## config.mk

```make
export PLATFORM = sky130hd
export DESIGN_NAME = ram_frame_reader
export DESIGN_NICKNAME = d
export VERILOG_FILES = /design/src/rtl/ram_frame_reader.sv
export SDC_FILE = /design/constraint.sdc
export NUM_CORES = 1
export LEC_CHECK = 0
export ABC_AREA = 1
export BUFFER_PORTS_ARGS = -buffer_cell sky130_fd_sc_hd__buf_2
export CAP_MARGIN = 25
export CORE_MARGIN = 5
export CORE_UTILIZATION = 32
export DETAILED_ROUTE_END_ITERATION = 8
export PLACE_DENSITY_LB_ADDON = 0.05
export SLEW_MARGIN = 0
export SYNTH_ARGS = -nofsm -noshare
export SYNTH_HDL_FRONTEND = slang
export SYNTH_SLANG_ARGS = --single-unit
```

## constraint.sdc

```tcl
create_clock -name clk_i -period 3.15 [get_ports clk_i]
set_clock_uncertainty 0.2 [all_clocks]
set_input_delay 0.315 -clock clk_i [delete_from_list [all_inputs] [get_ports clk_i]]
set_output_delay 0.315 -clock clk_i [all_outputs]
set_load 0.01 [all_outputs]
```

## src/rtl/ram_frame_reader.sv

```systemverilog
// ram_frame_reader
//   Drains one full ping-pong buffer (DEPTH samples) from a RAM read port
//   into a valid/ready stream. It marks the final sample with m_last_o and
//   counts completed frames.
//
//   Optional feature (macro RAM_FRAME_READER_HEADER_EN):
//     Each frame is preceded by one header word. That word is the current
//     frame_count_o, zero-extended to WIDTH bits.
//
//   Ports
//     clk_i, rst_ni     clock, asynchronous active-low reset
//     buf_ready_i       pulse: a full buffer is ready to be read
//     rd_data_i/valid_i read-port sample and its valid flag
//     rd_ready_o        this block takes rd_data_i this cycle
//     m_data_o/valid_o/last_o/ready_i  downstream stream
//     busy_o            high whenever the FSM is not in IDLE
//     overrun_o         pulse: buf_ready_i arrived while busy
//     frame_count_o     completed frames (16-bit, wraps)
//     sample_count_o    samples accepted in the current frame
module ram_frame_reader #(
  parameter int WIDTH      = 32,
  parameter int DEPTH      = 256,
  parameter int ADDR_WIDTH = $clog2(DEPTH)
) (
  input  logic                  clk_i,
  input  logic                  rst_ni,
  input  logic                  buf_ready_i,
  input  logic [WIDTH-1:0]      rd_data_i,
  input  logic                  rd_valid_i,
  output logic                  rd_ready_o,
  output logic [WIDTH-1:0]      m_data_o,
  output logic                  m_valid_o,
  output logic                  m_last_o,
  input  logic                  m_ready_i,
  output logic                  busy_o,
  output logic                  overrun_o,
  output logic [15:0]           frame_count_o,
  output logic [ADDR_WIDTH:0]   sample_count_o
);

  localparam int CW = ADDR_WIDTH + 1;
  localparam logic [CW-1:0] LAST_IDX = CW'(DEPTH - 1);
  localparam logic [CW-1:0] FULL_CNT = CW'(DEPTH);

`ifdef RAM_FRAME_READER_HEADER_EN
  typedef enum logic [1:0] {IDLE, HEADER, DRAIN, FLUSH} state_t;
`else
  typedef enum logic [1:0] {IDLE, DRAIN, FLUSH} state_t;
`endif

  state_t            state_q, state_d;
  logic [CW-1:0]     sample_cnt;
  logic [15:0]       frame_cnt;
  logic              overrun_q;

  // Two-entry output FIFO. Entry 0 is always the head.
  logic [WIDTH-1:0]  d0, d1;
  logic              l0, l1;
  logic [1:0]        cnt;

  logic              push, push_last, pop, accept, frame_done;
  logic [WIDTH-1:0]  push_data;

  assign m_valid_o      = (cnt != 2'd0);
  assign m_data_o       = d0;
  // A stale last flag must not be visible once the head entry has been popped.
  assign m_last_o       = l0 & m_valid_o;
  assign busy_o         = (state_q != IDLE);
  assign overrun_o      = overrun_q;
  assign frame_count_o  = frame_cnt;
  assign sample_count_o = sample_cnt;

  // Uses only registered terms, so there is no combinational path from the inputs.
  assign rd_ready_o = (state_q == DRAIN) && (cnt != 2'd2) && (sample_cnt < FULL_CNT);
  assign accept     = rd_valid_i && rd_ready_o;
  assign pop        = m_valid_o && m_ready_i;

  always_ff @(posedge clk_i or negedge rst_ni) begin
    if (!rst_ni) state_q <= IDLE;
    else         state_q <= state_d;
  end

  always_comb begin
    state_d    = state_q;
    push       = 1'b0;
    push_data  = rd_data_i;
    push_last  = 1'b0;
    frame_done = 1'b0;
    case (state_q)
      IDLE: begin
        if (buf_ready_i) begin
`ifdef RAM_FRAME_READER_HEADER_EN
          state_d = HEADER;
`else
          state_d = DRAIN;
`endif
        end
      end
`ifdef RAM_FRAME_READER_HEADER_EN
      HEADER: begin
        if (cnt != 2'd2) begin
          push      = 1'b1;
          push_data = WIDTH'(frame_cnt);
          state_d   = DRAIN;
        end
      end
`endif
      DRAIN: begin
        if (accept) begin
          push      = 1'b1;
          push_last = (sample_cnt == LAST_IDX);
          if (sample_cnt == LAST_IDX) state_d = FLUSH;
        end
      end
      FLUSH: begin
        // Leave FLUSH on the same edge that pops the final entry.
        if (cnt == 2'd0 || (cnt == 2'd1 && pop)) begin
          state_d    = IDLE;
          frame_done = 1'b1;
        end
      end
      default: state_d = IDLE;
    endcase
  end

  always_ff @(posedge clk_i or negedge rst_ni) begin
    if (!rst_ni) begin
      sample_cnt <= '0;
      frame_cnt  <= '0;
      overrun_q  <= 1'b0;
    end else begin
      if (state_q == IDLE && buf_ready_i) sample_cnt <= '0;
      else if (accept)                    sample_cnt <= sample_cnt + CW'(1);
      if (frame_done) frame_cnt <= frame_cnt + 16'd1;
      overrun_q <= buf_ready_i && (state_q != IDLE);
    end
  end

  // Writes go to the first free slot. A pop shifts entry 1 into the head.
  // When a push and a pop happen together the count stays the same and order is kept.
  always_ff @(posedge clk_i or negedge rst_ni) begin
    if (!rst_ni) begin
      d0  <= '0;
      d1  <= '0;
      l0  <= 1'b0;
      l1  <= 1'b0;
      cnt <= 2'd0;
    end else begin
      case ({push, pop})
        2'b10: begin
          if (cnt == 2'd0) begin
            d0 <= push_data; l0 <= push_last;
          end else begin
            d1 <= push_data; l1 <= push_last;
          end
          cnt <= cnt + 2'd1;
        end
        2'b01: begin
          d0  <= d1;
          l0  <= l1;
          cnt <= cnt - 2'd1;
        end
        2'b11: begin
          if (cnt == 2'd1) begin
            d0 <= push_data; l0 <= push_last;
          end else begin
            d0 <= d1;        l0 <= l1;
            d1 <= push_data; l1 <= push_last;
          end
        end
        default: ;
      endcase
    end
  end

endmodule

```

==> results.json, run 1 <==
{
  "status": "complete, no violations",
  "yosysUniqueCellTypes": 26,
  "gr-total-overflow": 0,
  "post_drt_via_cell_ratio": 4.37,
  "post_dp_cell_area_sq_um": 5310,
  "final_nets": 749,
  "ordered_list_of_cells_on_the_worst_path": "inv_1 -> ha_1 -> inv_1 -> nand2_1 -> nor2_4 -> nand2_2 -> inv_4 -> ha_1 -> a21oi_1 -> nor2_4 -> nand2_1 -> nand2_1 -> nand2_1 -> nand2_1",
  "rrSetupSlack_ps": 390,
  "pre_cts_worst_setup_slack_ps": 217,
  "dominantRegCellSynth": "dfrtp_1",
  "worst_r2r_endpoint": "m_data_o[14]",
  "synth.most_common_cell": "nand2_1",
  "tritoncts": "yes",
  "num_io_pins": 99,
  "synth.yosys.warnings": 0,
  "vdd_ir_drop_max_v": 0.000241,
  "critPathRequiredTime_ps": 3230,
  "routed_wl_um": 11500,
  "synthesized_cell_area_sq_um": 4670,
  "min_period_over_period": 0.877,
  "post-layout-total-power_w": 0.00457,
  "relSlewSlack": 0.442,
  "post_synth_inst_count": 606,
  "cts.sinks": 96,
  "synthTopCellsByCount": "300 x nand2_1, 96 x dfrtp_1, 64 x inv_1, 36 x o21ai_0, 24 x nor2_1",
  "critical_path.max_fanout": 33,
  "synth_top_area_share": 0.515,
  "worst-r2r-cell-count": 14,
  "timing.critical_path.slowest_stage_cell": "nor2_4",
  "drtPass1Iterations": 4,
  "final_layout_size_suffix_gt1_frac": 0.183,
  "worst_hold_path_type": "primary input to register",
  "cts-root-buf": "clkbuf_16",
  "post-route-worst-setup-slack_ps": 387,
  "dr.max_layer_used": "met5",
  "criticalPathCategory": "register to register",
  "clkLatencyLatePin_ps": 340,
  "asyncSetResetFlopFracSynth": 1.00,
  "setup_tns_ps": 0,
  "final_design_area_no_fill_sq_um": 5610,
  "met1_length_um": 5220,
  "flow.area_growth_from_synthesis_pct": 20.2,
  "detail-route-antenna-nets": 0,
  "leakage_nw": 3.20,
  "clk_pin_slew_ps": 70,
  "grtUsageTotal": 0.144,
  "power_per_cell_area_nw_per_um2": 816,
  "syn-mean-instance-area_sq_um": 7.70,
  "number_of_input_and_output_port_buffers_inserted": 98,
  "cts_buffers": 9,
  "seq_area_frac_synth": 0.515,
  "path_common_cell": "nand2_1",
  "horiz_die_dim_um": 131,
  "synth_top_cells_by_area": "dfrtp_1 51%, nand2_1 24%, inv_1 5.1%",
  "setup_repair_after_global_routing_missed_its_margin": "false",
  "cap_viol_max_count": 0,
  "maximum_frequency_from_static_timing_analysis_ghz": 0.362,
  "cp-endpoint": "m_data_o[14]",
  "vias": 3887,
  "worst_setup_path_startpoint": "cnt[0]",
  "diodes": 0,
  "route.met2.wl_um": 5490,
  "avgRoutedWirePerCell_um": 13.0,
  "place.gp.congestion": 0.806,
  "core-area_sq_um": 14400,
  "hold_viol_final": 0,
  "worst_setup_path_start_kind": "register",
  "tightest_slew_ps": 835,
  "synth_nets": 652,
  "initial_core_util": 0.323,
  "largest_stage_delay_on_the_critical_path_ps": 650,
  "critPathCaptureType": "register",
  "fin_crit_ps": 2760,
  "synth_enable_flop_cells": 0,
  "final_max_slew_viol_count": 0,
  "die-area_sq_um": 17100,
  "cts.htree.levels": 3,
  "grt_pass1_vias": 3889,
  "rows": 44,
  "drcViolationCount": 0,
  "grt_max_degree": 50,
  "grt_first_pass_wirelength_um": 19300,
  "met3_length_um": 616,
  "detail_route.iter0.violations": 211,
  "post-synth-top-area-cell": "dfrtp_1",
  "initial_antenna_violation_count": 2,
  "clockBufferDepth": 2,
  "synth-seq-cells": 96,
  "hpwlAfterDp_um": 7800,
  "finish.utilization": 0.389,
  "die_y_um": 131,
  "reg2reg_from": "cnt[0]",
  "number_of_setup_violations_in_the_final_report": 0,
  "cp_arrival_ps": 2840
}
-- metrics by stage --
| stage | hold slack (ps) | cells |
|---|---|---|
| global route | 52.0 | 889 |
| finish | 32.0 | 889 |
| CTS | 13.7 | 889 |
| floorplan | -181 | 606 |
| detailed placement | 202 | 874 |
| global placement | 202 | 874 |
-- repair_timing --
item,4_1_cts,5_1_grt
setup buffers,0,0
gates resized for setup,0,2
hold buffers,2,0
hold endpoints to repair,49,0
setup endpoints to repair,0,6
-- where the power goes --
| group | switching [W] | leakage [nW] | total [W] | internal (W) |
|---|---|---|---|---|
| Combinational | 0.00105 | 1.85 | 0.00161 | 0.000559 |
| Clock | 0.000455 | 0.135 | 0.00108 | 0.000626 |
| Sequential | 0.000223 | 1.22 | 0.00188 | 0.00166 |
| Total | 0.00173 | 3.20 | 0.00457 | 0.00284 |
-- layout by cell type, fill, tap and decap left out, drive strengths merged --
cell type / Yosys / layout
a21oi: 4 / 4
buf: 17 / 103
bufinv: 0 / 1
clkbuf: 2 / 12
dfrtp: 96 / 96
dlygate4sd3: 0 / 2
ha: 9 / 9
inv: 68 / 68
nand2: 304 / 304
nand3: 15 / 15
nand3b: 1 / 1
nand4: 7 / 7
nor2: 29 / 29
nor3: 1 / 1
o211ai: 1 / 1
o21ai: 37 / 37
o21bai: 1 / 1
o22ai: 1 / 1
o31ai: 1 / 1
xnor2: 5 / 5
xor2: 7 / 7
-- metal layers --
metal | vias up | track usage
li1 | 2028 | -
met1 | 1768 | 0.182
met2 | 72 | 0.240
met3 | 15 | 0.0354
met4 | 4 | 0.0508
met5 | - | 0
-- final cells by class --
class                   instances  area (sq um)
inverters                      68           258
flip-flops and latches         96          2400
multi-input cells             423          1880
clock inverters                 1          30.0
clock buffers                  12           246
repair buffers                105           563
well taps                     184           230
fillers                      1572          8820
-- state kept, by name (all words and copies together) (netlist names) --
signal	count
state_q	2
m_data_o	32
overrun_o	1
cnt	2
d1	32
frame_count_o	16
sample_count_o	9
l1	1
l0	1
-- critical path: cells and delay by family, from the launching register on --
family | cells | cell delay (ps)
and+or+nand+nor | 8 | 1340
AOI/OAI and AO/OA | 1 | 110
DFF | 1 | 390
adders and majority gates | 2 | 400
buffers and inverters | 3 | 270
-- worst min-delay path by stage --
stage / start / slack (ps) / end / cells after the start
after floorplan: rst_ni / -180 / cnt[0] / 0
after global placement: rst_ni / 200 / m_data_o[8] / 1
after detailed placement: rst_ni / 200 / m_data_o[5] / 1
after CTS: rd_data_i[29] / 10 / d1[29] / 3
after global routing: rd_data_i[22] / 50 / d1[22] / 3
final: rd_data_i[29] / 30 / d1[29] / 3
-- logic make-up (layout without fill, tap and decap cells) --
kind of cell / after synthesis / in the layout / share of synthesized area
and+or+nand+nor: 357 / 357 / 0.304
DFF: 96 / 96 / 0.515
buffers and inverters: 87 / 186 / 0.0834
AOI/OAI and AO/OA: 45 / 45 / 0.0510
xor gates and xnor gates: 12 / 12 / 0.0225
adders and majority gates: 9 / 9 / 0.0241
(Power assumes the default switching activity.)
==> inputs of run 2 (changes only) <==
- CTS_BUF_LIST: not set -> sky130_fd_sc_hd__clkbuf_2 sky130_fd_sc_hd__clkbuf_4 sky130_fd_sc_hd__clkbuf_8
==> run 2 against run 1 <==
Compared with the run above:
- register-to-register slack about the same
- global-route usage rose by 0.26 points
- critical endpoint is now m_data_o[3]
- cell area increased by 3.5%
- largest cell class unchanged
- critical path depth stayed put
- first-iteration DRC count decreased by 3.8%
- sequential power is essentially flat
- fmax up 0.34%
- die area did not move
==> results.json, run 2 (synthesis results as in run 1) <==
{
  "critical_path.max_fanout": 33,
  "cp_arrival_ps": 2860,
  "cts_setup_buffers": 0,
  "tightest_slew_ps": 842,
  "hpwlAfterDp_um": 7800,
  "rows": 44,
  "relSlewSlack": 0.437,
  "post-layout-total-power_w": 0.00434,
  "path_common_cell": "nand2_1",
  "power_per_cell_area_nw_per_um2": 747,
  "setup_repair_after_global_routing_missed_its_margin": "false",
  "critPathRequiredTime_ps": 3260,
  "grt_max_degree": 50,
  "vias": 3981,
  "tritoncts": "yes",
  "cts.sinks": 96,
  "vdd_ir_drop_max_v": 0.000305,
  "fin_crit_ps": 2750,
  "maximum_frequency_from_static_timing_analysis_ghz": 0.363,
  "worst_hold_path_type": "primary input to register",
  "grtUsageTotal": 0.146,
  "num_io_pins": 99,
  "criticalPathCategory": "register to register",
  "flow.area_growth_from_synthesis_pct": 24.4,
  "initial_core_util": 0.323,
  "final_layout_size_suffix_gt1_frac": 0.178,
  "die_y_um": 131,
  "critPathCaptureType": "register",
  "setup_tns_ps": 0,
  "initial_antenna_violation_count": 0,
  "n_fill_cell": 1556,
  "hold_viol_final": 0,
  "most-common-layout-cells": "299 x nand2_1, 97 x buf_2, 96 x dfrtp_1",
  "timing.critical_path.slowest_stage_cell": "nor2_4",
  "ordered_list_of_cells_on_the_worst_path": "inv_1 -> ha_1 -> inv_1 -> nand2_1 -> nor2_4 -> nand2_2 -> inv_4 -> ha_1 -> a21oi_1 -> nor2_4 -> nand2_1 -> nand2_1 -> nand2_1 -> nand2_1",
  "gr-total-overflow": 0,
  "die-area_sq_um": 17100,
  "clockBufferDepth": 2,
  "final_nets": 778,
  "horiz_die_dim_um": 131,
  "clk_pin_slew_ps": 90,
  "grt_pass1_vias": 3977,
  "largest_stage_delay_on_the_critical_path_ps": 650,
  "core-area_sq_um": 14400,
  "diodes": 0,
  "worst_setup_path_start_kind": "register",
  "status": "complete, no violations",
  "leakage_nw": 3.28,
  "cts.htree.levels": 3,
  "avgRoutedWirePerCell_um": 12.7,
  "cts-root-buf": "clkbuf_8",
  "drtPass1Iterations": 4,
  "final_max_slew_viol_count": 0,
  "grt_first_pass_wirelength_um": 19600,
  "place.gp.congestion": 0.806,
  "drcViolationCount": 0,
  "worst-path-buf-inv": 3,
  "detail_route.iter0.violations": 203,
  "detail-route-antenna-nets": 0,
  "cap_viol_max_count": 0,
  "routed_wl_um": 11700,
  "min_period_over_period": 0.874,
  "clkLatencyLatePin_ps": 370,
  "post_drt_via_cell_ratio": 4.34,
  "timing.critical_path.max_delay_family": "simple AND/OR/NAND/NOR gates",
  "commonest_non_fill_non_tap_cell_in_the_layout": "nand2_1",
  "number_of_input_and_output_port_buffers_inserted": 98,
  "cts_buffers": 9,
  "number_of_setup_violations_in_the_final_report": 0
}
[run 2: changes by cell type in the layout (fill, tap and decap cells not counted), sizes merged]
| cell | delta |
|---|---|
| dlygate4sd3 | +29 |
[run 2: worst reg2reg max path: stages, from the launching register on]
cell	delay (ps)
dfrtp_1	400
inv_1	80
ha_1	200
inv_1	60
nand2_1	80
nor2_4	120
nand2_2	130
inv_4	140
ha_1	200
a21oi_1	110
nor2_4	650
nand2_1	130
nand2_1	90
nand2_1	50
nand2_1	70
[run 2: worst paths after layout]
| kind | start | to | slack (ps) | cells past startpoint |
|---|---|---|---|---|
| min in group asynchronous | rst_ni | m_data_o[5] | 310 | 2 |
| setup reg to reg | cnt[0] | m_data_o[3] | 400 | 14 |
| max in group asynchronous | rst_ni | frame_count_o[6] | 1730 | 3 |
| hold / removal | rd_data_i[26] | d1[26] | 20 | 3 |
| setup / recovery | cnt[0] | m_data_o[3] | 400 | 14 |
| hold reg to reg | m_data_o[8] | m_data_o[8] | 270 | 2 |
[run 2: metal layers]
metal	share of wire	track usage
met2	0.47	0.242
met3	0.048	0.0313
met4	0.018	0.0581
met1	0.46	0.187
met5	0	0
[run 2: where the power goes]
part | switching (W) | leakage, nW | internal (W)
Clock | 0.000428 | 0.0952 | 0.000395
Sequential | 0.000223 | 1.22 | 0.00166
Combinational | 0.00105 | 1.97 | 0.000582
Total | 0.00170 | 3.28 | 0.00263
[run 2: layout make-up]
type                    count  area (sq um)  area share
clock buffers              12           153      0.0263
flip-flops and latches     96          2400       0.414
multi-input cells         423          1880       0.323
inverters                  68           258      0.0444
repair buffers            134           853       0.147
well taps                 184           230      0.0397
clock inverters             1          30.0     0.00517
[run 2: per-stage QoR]
stage | instances | cell area (sq um) | setup slack, ps | hold slack (ps) | utilization
floorplan | 606 | 4670 | 831 | -181 | -
global placement | 874 | 5310 | 371 | 202 | 0.368
detailed placement | 874 | 5310 | 217 | 202 | 0.368
CTS | 918 | 5800 | 196 | 5.33 | 0.402
global route | 918 | 5800 | 67.0 | 30.6 | 0.402
finish | 918 | 5800 | 396 | 23.7 | 0.402
[run 2: what timing repair did]
item,in CTS,in global routing
hold endpoints to repair,78,0
setup endpoints to repair,0,6
hold buffers,31,0
resized for setup,0,2
